`config.mk`:
```
export PLATFORM = sky130hd
export DESIGN_NAME = if_stage
export DESIGN_NICKNAME = d
export VERILOG_FILES = /design/src/rtl/if_stage_pkg.sv /design/src/rtl/if_stage_if_id_reg.sv /design/src/rtl/if_stage.sv
export SDC_FILE = /design/constraint.sdc
export NUM_CORES = 1
export LEC_CHECK = 0
export CAP_MARGIN = 0
export CORE_UTILIZATION = 37
export CTS_BUF_LIST = sky130_fd_sc_hd__clkbuf_4
export CTS_CLUSTER_SIZE = 25
export DETAILED_ROUTE_END_ITERATION = 6
export GPL_TIMING_DRIVEN = 0
export PLACE_DENSITY = 0.65
export SETUP_SLACK_MARGIN = 0.5
export SLEW_MARGIN = 20
export SYNTH_ARGS = -nofsm -noshare
export SYNTH_HDL_FRONTEND = slang
export SYNTH_SLANG_ARGS = --single-unit
```
`constraint.sdc`:
```
create_clock -name clk_i -period 3.5 [get_ports clk_i]
set_clock_uncertainty 0.15 [all_clocks]
set_input_delay 1.05 -clock clk_i [delete_from_list [all_inputs] [get_ports clk_i]]
set_output_delay 1.05 -clock clk_i [all_outputs]
set_load 0.02 [all_outputs]
```
`src/rtl/if_stage_pkg.sv`:
```
// Shared constants and types for the instruction-fetch stage.
// Stands in for the defines.v macros CPU_WIDTH, RESET_PC_VALUE and NOP_INST.
package if_stage_pkg;

    localparam int          CPU_WIDTH      = 32;
    localparam logic [31:0] RESET_PC_VALUE = 32'h0000_1000;
    localparam logic [31:0] NOP_INST       = 32'h0000_0013;

    typedef enum logic [1:0] {
        BOOT = 2'd0,
        RUN  = 2'd1,
        HALT = 2'd2
    } if_state_e;

    typedef enum logic [1:0] {
        IFID_HOLD   = 2'd0,
        IFID_BUBBLE = 2'd1,
        IFID_LOAD   = 2'd2
    } ifid_ctl_e;

endpackage

```
`src/rtl/if_stage_if_id_reg.sv`:
```
// IF/ID pipeline register with hold / bubble / load control.
import if_stage_pkg::*;

module if_id_reg #(
    parameter int          W   = 32,
    parameter logic [W-1:0] NOP = W'(32'h0000_0013)
) (
    input  logic         clk_i,
    input  logic         rst_i,
    input  ifid_ctl_e    ctl,
    input  logic [W-1:0] ld_pc,
    input  logic [W-1:0] ld_inst,
    input  logic         ld_valid,
    output logic [W-1:0] pc,
    output logic [W-1:0] inst,
    output logic         valid
);

    always_ff @(posedge clk_i) begin
        if (rst_i) begin
            pc    <= '0;
            inst  <= NOP;
            valid <= 1'b0;
        end else begin
            case (ctl)
                IFID_BUBBLE: begin
                    pc    <= '0;
                    inst  <= NOP;
                    valid <= 1'b0;
                end
                IFID_LOAD: begin
                    pc    <= ld_pc;
                    inst  <= ld_inst;
                    valid <= ld_valid;
                end
                default: ;
            endcase
        end
    end

endmodule

```
`src/rtl/if_stage.sv`:
```
// Instruction-fetch stage: owns the PC, sequences BOOT/RUN/HALT and feeds IF/ID.
import if_stage_pkg::*;

module if_stage #(
    parameter int                   CPU_WIDTH = if_stage_pkg::CPU_WIDTH,
    parameter logic [CPU_WIDTH-1:0] RESET_PC  = CPU_WIDTH'(RESET_PC_VALUE),
    parameter logic [CPU_WIDTH-1:0] NOP_INST  = CPU_WIDTH'(if_stage_pkg::NOP_INST)
) (
    input  logic                 clk_i,
    input  logic                 rst_i,
    input  logic                 stall_i,
    input  logic                 flush_i,
    input  logic                 redirect_i,
    input  logic [CPU_WIDTH-1:0] redirect_pc_i,
    input  logic                 halt_i,
    input  logic [CPU_WIDTH-1:0] inst_i,
    output logic [CPU_WIDTH-1:0] pc_addr_o,
    output logic [CPU_WIDTH-1:0] if_id_pc_o,
    output logic [CPU_WIDTH-1:0] if_id_inst_o,
    output logic                 if_id_valid_o,
    output logic                 misalign_o,
    output logic                 halted_o
);

    if_state_e              state_q, state_d;
    logic [CPU_WIDTH-1:0]   pc_q, pc_d;
    logic                   misalign_d;
    ifid_ctl_e              ifid_ctl;
    logic [CPU_WIDTH-1:0]   redirect_tgt;

    assign redirect_tgt = {redirect_pc_i[CPU_WIDTH-1:2], 2'b00};

    always_ff @(posedge clk_i) begin
        if (rst_i) begin
            state_q    <= BOOT;
            pc_q       <= RESET_PC;
            misalign_o <= 1'b0;
        end else begin
            state_q    <= state_d;
            pc_q       <= pc_d;
            misalign_o <= misalign_d;
        end
    end

    always_comb begin
        state_d    = state_q;
        pc_d       = pc_q;
        misalign_d = 1'b0;
        ifid_ctl   = IFID_HOLD;
        case (state_q)
            BOOT: begin
                ifid_ctl = IFID_BUBBLE;
                state_d  = RUN;
            end
            RUN: begin
                // redirect beats stall and halt; stall in turn masks halt
                if (redirect_i) begin
                    pc_d       = redirect_tgt;
                    ifid_ctl   = IFID_BUBBLE;
                    misalign_d = |redirect_pc_i[1:0];
                    state_d    = halt_i ? HALT : RUN;
                end else if (stall_i) begin
                    ifid_ctl = IFID_HOLD;
                end else if (halt_i) begin
                    ifid_ctl = IFID_BUBBLE;
                    state_d  = HALT;
                end else begin
                    ifid_ctl = IFID_LOAD;
                    pc_d     = pc_q + CPU_WIDTH'(4);
                end
            end
            HALT: begin
                ifid_ctl = IFID_BUBBLE;
                if (redirect_i) begin
                    pc_d       = redirect_tgt;
                    misalign_d = |redirect_pc_i[1:0];
                end else if (!halt_i) begin
                    state_d = RUN;
                end
            end
            default: begin
                ifid_ctl = IFID_BUBBLE;
                state_d  = BOOT;
            end
        endcase
    end

    // flush only shapes the loaded slot; pc still advances through the load path
    if_id_reg #(.W(CPU_WIDTH), .NOP(NOP_INST)) u_if_id (
        .clk_i    (clk_i),
        .rst_i    (rst_i),
        .ctl      (ifid_ctl),
        .ld_pc    (pc_q),
        .ld_inst  (flush_i ? NOP_INST : inst_i),
        .ld_valid (!flush_i),
        .pc       (if_id_pc_o),
        .inst     (if_id_inst_o),
        .valid    (if_id_valid_o)
    );

    assign pc_addr_o = pc_q;
    assign halted_o  = (state_q == HALT);

endmodule

```
==> results.py, run 1 <==
metrics = {
    "clock_network": {
        "htreeDepth": 3,
        "clock_latency_ns": 0.49,
        "path_clk_slew_ns": 0.15,
        "tritoncts": "done",
        "cts.sinks": 96,
        "cts_setup_buffers": 0,
        "cts_root_buf": "clkbuf_4",
        "cts_buffers": 9,
        "cts_max_path_buffers": 2,
    },
    "power_and_ir_drop": {
        "ir_worst_vdd_mv": 0.333,
        "powerDensity_nw_per_um2": 440,
        "power_leakage_nw": 2.43,
    },
    "critical_path": {
        "path_cells": "dlygate4sd2_1, or4b_1, buf_6, inv_1, ha_1, clkbuf_8, inv_4, and3_4, clkbuf_8, buf_8, a22oi_1, nor2_1",
        "critical_path_arrival_ns": 3.25,
        "cp_data_required_time_ns": 3.78,
        "cpMostUsedCell": "clkbuf_8",
        "cp_slowest_cell": "or4b_1",
        "worstPathMaxFanout": 10,
        "cpPeakStageDelay_ns": 0.53,
        "path_class": "in2reg",
        "worstSetupStartpointType": "primary input",
        "end_kind": "register",
    },
    "yosys": {
        "ys_seq_area_frac": 0.410,
        "async_reset_ff_frac": 0,
        "postSynthCellCount": 577,
        "synth_cell_type_count": 62,
        "synthesis.area_um2": 4690,
        "yosysWarningCount": 0,
        "synth_enable_flop_cells": 0,
        "synth_seq_cells": 96,
        "ys.flop_type": "dfxtp_1",
        "synth_area_per_cell_um2": 8.13,
    },
    "drt": {
        "dr.pass1.iters": 6,
        "drc": 0,
        "num_vias": 5221,
        "drt_iter0_drc": 332,
        "viasPerCell": 5.63,
        "antenna_left": 0,
        "route.detailed.wl_per_inst_um": 18.6,
        "wl_mm": 17.2,
    },
    "final_layout": {
        "layout_commonest_cell": "clkdlybuf4s50_1",
        "final_cell_area_um2": 6770,
        "antennaDiodeCount": 0,
        "layout_common_cells": "clkdlybuf4s50_1 (159), dfxtp_1 (96), nor2_1 (79)",
        "drive_gt1_frac": 0.0659,
        "nNetsFinal": 830,
        "syn_to_final_growth_pct": 44.3,
        "nFillCells": 1176,
    },
    "global_route": {
        "grt_pass1_vias": 4892,
        "gr-total-overflow": 0,
        "grt_max_degree": 17,
        "grt_pass1_wl_mm": 26.4,
        "grt_antenna_before_repair": 0,
        "grt.total_usage": 0.265,
    },
    "floorplan": {
        "die_h_um": 115,
        "die_area_um2": 13100,
        "die_x_um": 115,
        "start_util": 0.385,
        "io_pins": 169,
        "rows": 40,
        "coreArea_um2": 12200,
    },
    "placement": {
        "place_ws_ns": -0.419,
        "port_buffers": 163,
        "hpwl_mm": 12.7,
        "globalplace.congestion": 0.890,
        "dpl_cell_area_um2": 6560,
    },
    "sta": {
        "final_hold_viol_count": 0,
        "min_period_over_period": 0.850,
        "period_needed_ns": 2.97,
        "worstMarginPinSlew_ns": 1.13,
        "fmax_mhz": 336,
        "finalMaxSlewViolations": 0,
        "setup_viol_count_final": 0,
        "finalWorstSetupSlack_ns": 0.526,
        "rsz0062_at_grt": "true",
        "relSlewSlack": 0.244,
    },
    "status": {
        "outcome": "finished, final reports clean",
    },
    "run": {
        "drv_cap": 0,
    },
    "worst_hold_path": {
        "hold_class": "reg2reg",
    },
}
==> registers in the layout (all words and copies together), names as in the netlist <==
register / count
u_if_id.valid: 1
misalign_o: 1
u_if_id.pc: 30
pc_addr_o: 30
u_if_id.inst: 32
state_q: 2
==> worst paths after layout <==
| kind | from | end | slack, ns | cells past startpoint |
|---|---|---|---|---|
| setup reg to reg | state_q[0] | pc_addr_o[28] | 0.65 | 9 |
| setup / recovery | stall_i | u_if_id.inst[11] | 0.53 | 12 |
| hold reg to reg | u_if_id.valid | u_if_id.valid | 0.34 | 2 |
| hold / removal | u_if_id.valid | u_if_id.valid | 0.34 | 2 |
==> cells in the mapped netlist (3+ instances only) <==
| master | number | share of area |
|---|---|---|
| or3_1 | 6 | 0.0080 |
| buf_2 | 8 | 0.0085 |
| a21oi_1 | 48 | 0.051 |
| nor2b_1 | 4 | 0.0053 |
| o22ai_1 | 3 | 0.0040 |
| nor3_1 | 7 | 0.0075 |
| inv_1 | 9 | 0.0072 |
| a31oi_1 | 14 | 0.019 |
| buf_4 | 5 | 0.0080 |
| dfxtp_1 | 96 | 0.41 |
| a22oi_1 | 29 | 0.046 |
| and2_1 | 7 | 0.0093 |
| nand3_1 | 18 | 0.019 |
| and3_1 | 34 | 0.045 |
| or4b_1 | 3 | 0.0064 |
| nand4_1 | 16 | 0.021 |
| buf_1 | 5 | 0.0040 |
| o311ai_0 | 5 | 0.0093 |
| and4_1 | 6 | 0.011 |
| nor4_1 | 4 | 0.0053 |
| a311oi_1 | 3 | 0.0056 |
| or4_1 | 6 | 0.0096 |
| o21ai_0 | 19 | 0.020 |
| clkbuf_1 | 41 | 0.033 |
| ha_1 | 6 | 0.016 |
| nor2_1 | 79 | 0.063 |
| a32oi_1 | 9 | 0.017 |
| o211ai_1 | 12 | 0.019 |
| o31ai_1 | 4 | 0.0064 |
| nand2_1 | 31 | 0.025 |
==> layer usage <==
layer | vias to the layer above | GRT usage | part of all wire
li1 | 2496 | - | -
met1 | 2477 | 0.360 | 0.44
met2 | 227 | 0.427 | 0.47
met3 | 21 | 0.0349 | 0.070
met4 | 0 | 0.0978 | 0.020
met5 | - | 0 | 0
==> layout make-up <==
class / count / area (µm²) / area share
Tap cell: 168 / 210 / 0.0311
Clock buffer: 9 / 67.6 / 0.00999
Clock inverter: 7 / 93.8 / 0.0139
Buffer: 59 / 299 / 0.0442
Timing Repair Buffer: 163 / 1630 / 0.240
Inverter: 9 / 36.3 / 0.00536
Sequential cell: 96 / 1920 / 0.284
Multi-Input combinational cell: 416 / 2510 / 0.371
==> worst max-delay path, delay by kind of cell <==
kind	cells	cell delay, ns
buffers and inverters	7	1.06
AND/OR/NAND/NOR	3	0.83
adder cells (fa/ha/maj)	1	0.22
AO/OA/AOI/OAI	1	0.06
==> power breakdown <==
part | internal (mW) | total, mW | leakage (nW) | switching, mW
logic | 0.399 | 0.976 | 1.57 | 0.576
clock network | 0.290 | 0.691 | 0.0839 | 0.401
registers | 1.17 | 1.31 | 0.777 | 0.141
==> metrics by stage <==
step,util,instances,total power [mW],hold WS (ns),TNS [ns]
2_1_floorplan,-,580,1.82,0.315,0
3_3_place_gp,0.539,911,2.27,0.307,-20.21
6_report,0.556,927,2.98,0.344,0
3_5_place_dp,0.539,911,2.27,0.325,-19.52
4_1_cts,0.554,927,2.96,0.347,0
5_1_grt,0.556,927,3.11,0.375,0
==> logic make-up after synthesis <==
| kind of cell | count (synthesis) | share of synthesized area |
|---|---|---|
| compound gates | 171 | 0.247 |
| other cells | 1 | 0.000800 |
| fa+ha+maj | 6 | 0.0160 |
| simple gates | 234 | 0.264 |
| buf+inv | 68 | 0.0606 |
| flops | 96 | 0.410 |
| mux | 1 | 0.00214 |
==> timing repair <==
| action | CTS | global route |
|---|---|---|
| pin swaps | 0 | 1 |
| resized for setup | 12 | 15 |
| endpoints found under the setup margin | 80 | 46 |
| hold buffers | 0 | 0 |
No activity file was read; power rests on OpenSTA's default activity.
==> run 2: changes to the inputs <==
==> constraint.sdc (replaced) <==
create_clock -name clk_i -period 2.97 [get_ports clk_i]
set_clock_uncertainty 0.15 [all_clocks]
set_input_delay 0.891 -clock clk_i [delete_from_list [all_inputs] [get_ports clk_i]]
set_output_delay 0.891 -clock clk_i [all_outputs]
set_load 0.02 [all_outputs]
==> results.py, run 2 (synthesis results as in run 1) <==
metrics = {
    "critical_path": {
        "path_cells": "buf_2, or4b_4, buf_8, inv_4, ha_4, clkbuf_16, inv_8, and3_4, clkbuf_16, buf_12, buf_16, a22oi_1, nor2_1",
        "worstPathMaxFanout": 5,
        "crit_start": "stall_i",
        "critical_path_arrival_ns": 2.79,
        "cp_slowest_cell": "or4b_4",
        "rr_startpoint": "state_q[1]",
        "cpMostUsedCell": "clkbuf_16",
        "worstSetupStartpointType": "primary input",
        "end_kind": "register",
        "path_class": "in2reg",
        "r2r_end": "u_if_id.inst[6]",
        "crit_path_end": "u_if_id.inst[6]",
        "cp_data_required_time_ns": 3.20,
        "r2r_slack_ns": 0.41,
        "worst_r2r_path_depth": 15,
        "cpPeakStageDelay_ns": 0.55,
    },
    "drt": {
        "viasPerCell": 5.68,
        "antenna_left": 0,
        "drc": 0,
        "drt_iter0_drc": 432,
        "wl_mm": 17.5,
        "route.detailed.wl_per_inst_um": 18.5,
        "dr.pass1.iters": 6,
        "num_vias": 5372,
    },
    "clock_network": {
        "cts_max_path_buffers": 2,
        "cts_buffers": 9,
        "path_clk_slew_ns": 0.16,
        "clock_latency_ns": 0.48,
        "cts.sinks": 96,
        "htreeDepth": 3,
        "hold_buffers": 0,
        "tritoncts": "done",
        "cts_root_buf": "clkbuf_4",
    },
    "final_layout": {
        "syn_to_final_growth_pct": 56.0,
        "nNetsFinal": 848,
        "top_register": "u_if_id.inst",
        "final_cell_area_um2": 7310,
        "largest_reg_flops": 32,
        "layout_commonest_cell": "dlygate4sd2_1",
        "drive_gt1_frac": 0.210,
        "layout_common_cells": "dlygate4sd2_1 (94), nor2_1 (78), dfxtp_1 (78)",
        "fin_util": 0.601,
    },
    "sta": {
        "worstMarginPinSlew_ns": 0.773,
        "rsz0062_at_grt": "true",
        "relSlewSlack": 0.481,
        "finalMaxSlewViolations": 0,
        "fmax_mhz": 390,
        "setup_viol_count_final": 0,
        "final_hold_viol_count": 0,
        "period_needed_ns": 2.56,
        "min_period_over_period": 0.863,
    },
    "global_route": {
        "grt_pass1_vias": 5056,
        "gr-total-overflow": 0,
        "grt_antenna_before_repair": 1,
        "grt_max_degree": 18,
        "grt_pass1_wl_mm": 27.1,
        "grt.total_usage": 0.267,
    },
    "floorplan": {
        "die_x_um": 115,
        "die_area_um2": 13100,
        "coreArea_um2": 12200,
        "rows": 40,
        "start_util": 0.385,
        "io_pins": 169,
        "die_h_um": 115,
    },
    "power_and_ir_drop": {
        "power_frac_comb": 0.357,
        "powerDensity_nw_per_um2": 495,
        "p_seq_frac": 0.433,
        "ir_worst_vdd_mv": 0.309,
        "power_leakage_nw": 3.02,
        "clock_power_share": 0.211,
        "switchingPower_mw": 1.38,
        "p_int_mw": 2.23,
        "switching_share": 0.382,
    },
    "placement": {
        "hpwl_mm": 12.7,
        "port_buffers": 163,
        "globalplace.congestion": 0.891,
        "dpl_cell_area_um2": 6650,
    },
    "worst_hold_path": {
        "min-delay-start": "u_if_id.valid",
        "hold_class": "reg2reg",
    },
    "status": {
        "outcome": "finished, final reports clean",
    },
    "run": {
        "drv_cap": 0,
    },
}
[run 2: changes by cell type in the layout (fill, tap and decap cells not counted), moves of 12 or more]
cell | previous run | this run
a22oi_1 | 29 | 10
and3_4 | 1 | 13
a21oi_2 | 0 | 17
clkbuf_1 | 32 | 20
dfxtp_2 | 0 | 17
dfxtp_1 | 96 | 78
clkdlybuf4s50_1 | 159 | 65
and3_1 | 33 | 21
dlygate4sd2_1 | 4 | 94
a21oi_1 | 48 | 31
a22oi_2 | 0 | 19
[run 2: cell type report]
cell class | instances | area (µm²)
fill | 1140 | 4850
multi-input combinational | 416 | 2810
sequential | 96 | 1950
timing repair buffer | 181 | 1750
buffer | 59 | 402
tap | 168 | 210
clock buffer | 10 | 75.1
clock inverter | 6 | 73.8
inverter | 9 | 43.8
antenna | 1 | 2.50
[run 2: critical path: cells and delay by family]
family | cells | cell delay [ns]
fa+ha+maj | 1 | 0.12
simple gates | 3 | 0.74
buf+inv | 8 | 0.87
compound gates | 1 | 0.14
[run 2: stage by stage]
stage	hold slack [ns]	total power, mW	TNS, ns	instances	setup slack, ns
floorplan	0.315	2.18	0	580	0.189
global placement	0.308	2.69	-38.99	911	-0.556
detailed placement	0.316	2.69	-40.95	911	-0.578
CTS	0.338	3.53	0	943	0.404
global route	0.358	3.78	0	946	0.335
finish	0.343	3.62	0	946	0.408
[run 2: worst min path at each step]
| stage | end | cells past startpoint | slack [ns] |
|---|---|---|---|
| floorplan | state_q[1] | 2 | 0.31 |
| global placement | u_if_id.valid | 2 | 0.31 |
| detailed placement | u_if_id.inst[4] | 2 | 0.32 |
| CTS | u_if_id.valid | 2 | 0.34 |
| global route | u_if_id.valid | 2 | 0.36 |
| finish | u_if_id.valid | 2 | 0.34 |
[run 2: routing by layer]
metal | track usage | up-vias | routed length (µm)
met5 | 0 | - | 0
met4 | 0.0996 | 0 | 362
met2 | 0.438 | 264 | 8380
met3 | 0.0709 | 37 | 1440
met1 | 0.336 | 2526 | 7370
li1 | - | 2545 | -
[run 2: repair_timing]
item | 4_1_cts | 5_1_grt
resized for setup | 165 | 79
setup buffers | 12 | 1
pin swaps | 7 | 11
endpoints found under the setup margin | 190 | 81
hold endpoints to repair | 0 | 0
gates cloned | 4 | 1
[run 2: power by group through the flow]
stage                     clock network, mW  logic, mW  registers [mW]
after floorplan                           0      0.563            1.62
after global placement                    0       1.12            1.57
after detailed placement                  0       1.12            1.57
after CTS                             0.771       1.20            1.55
after global routing                  0.819       1.38            1.58
final                                 0.761       1.29            1.57
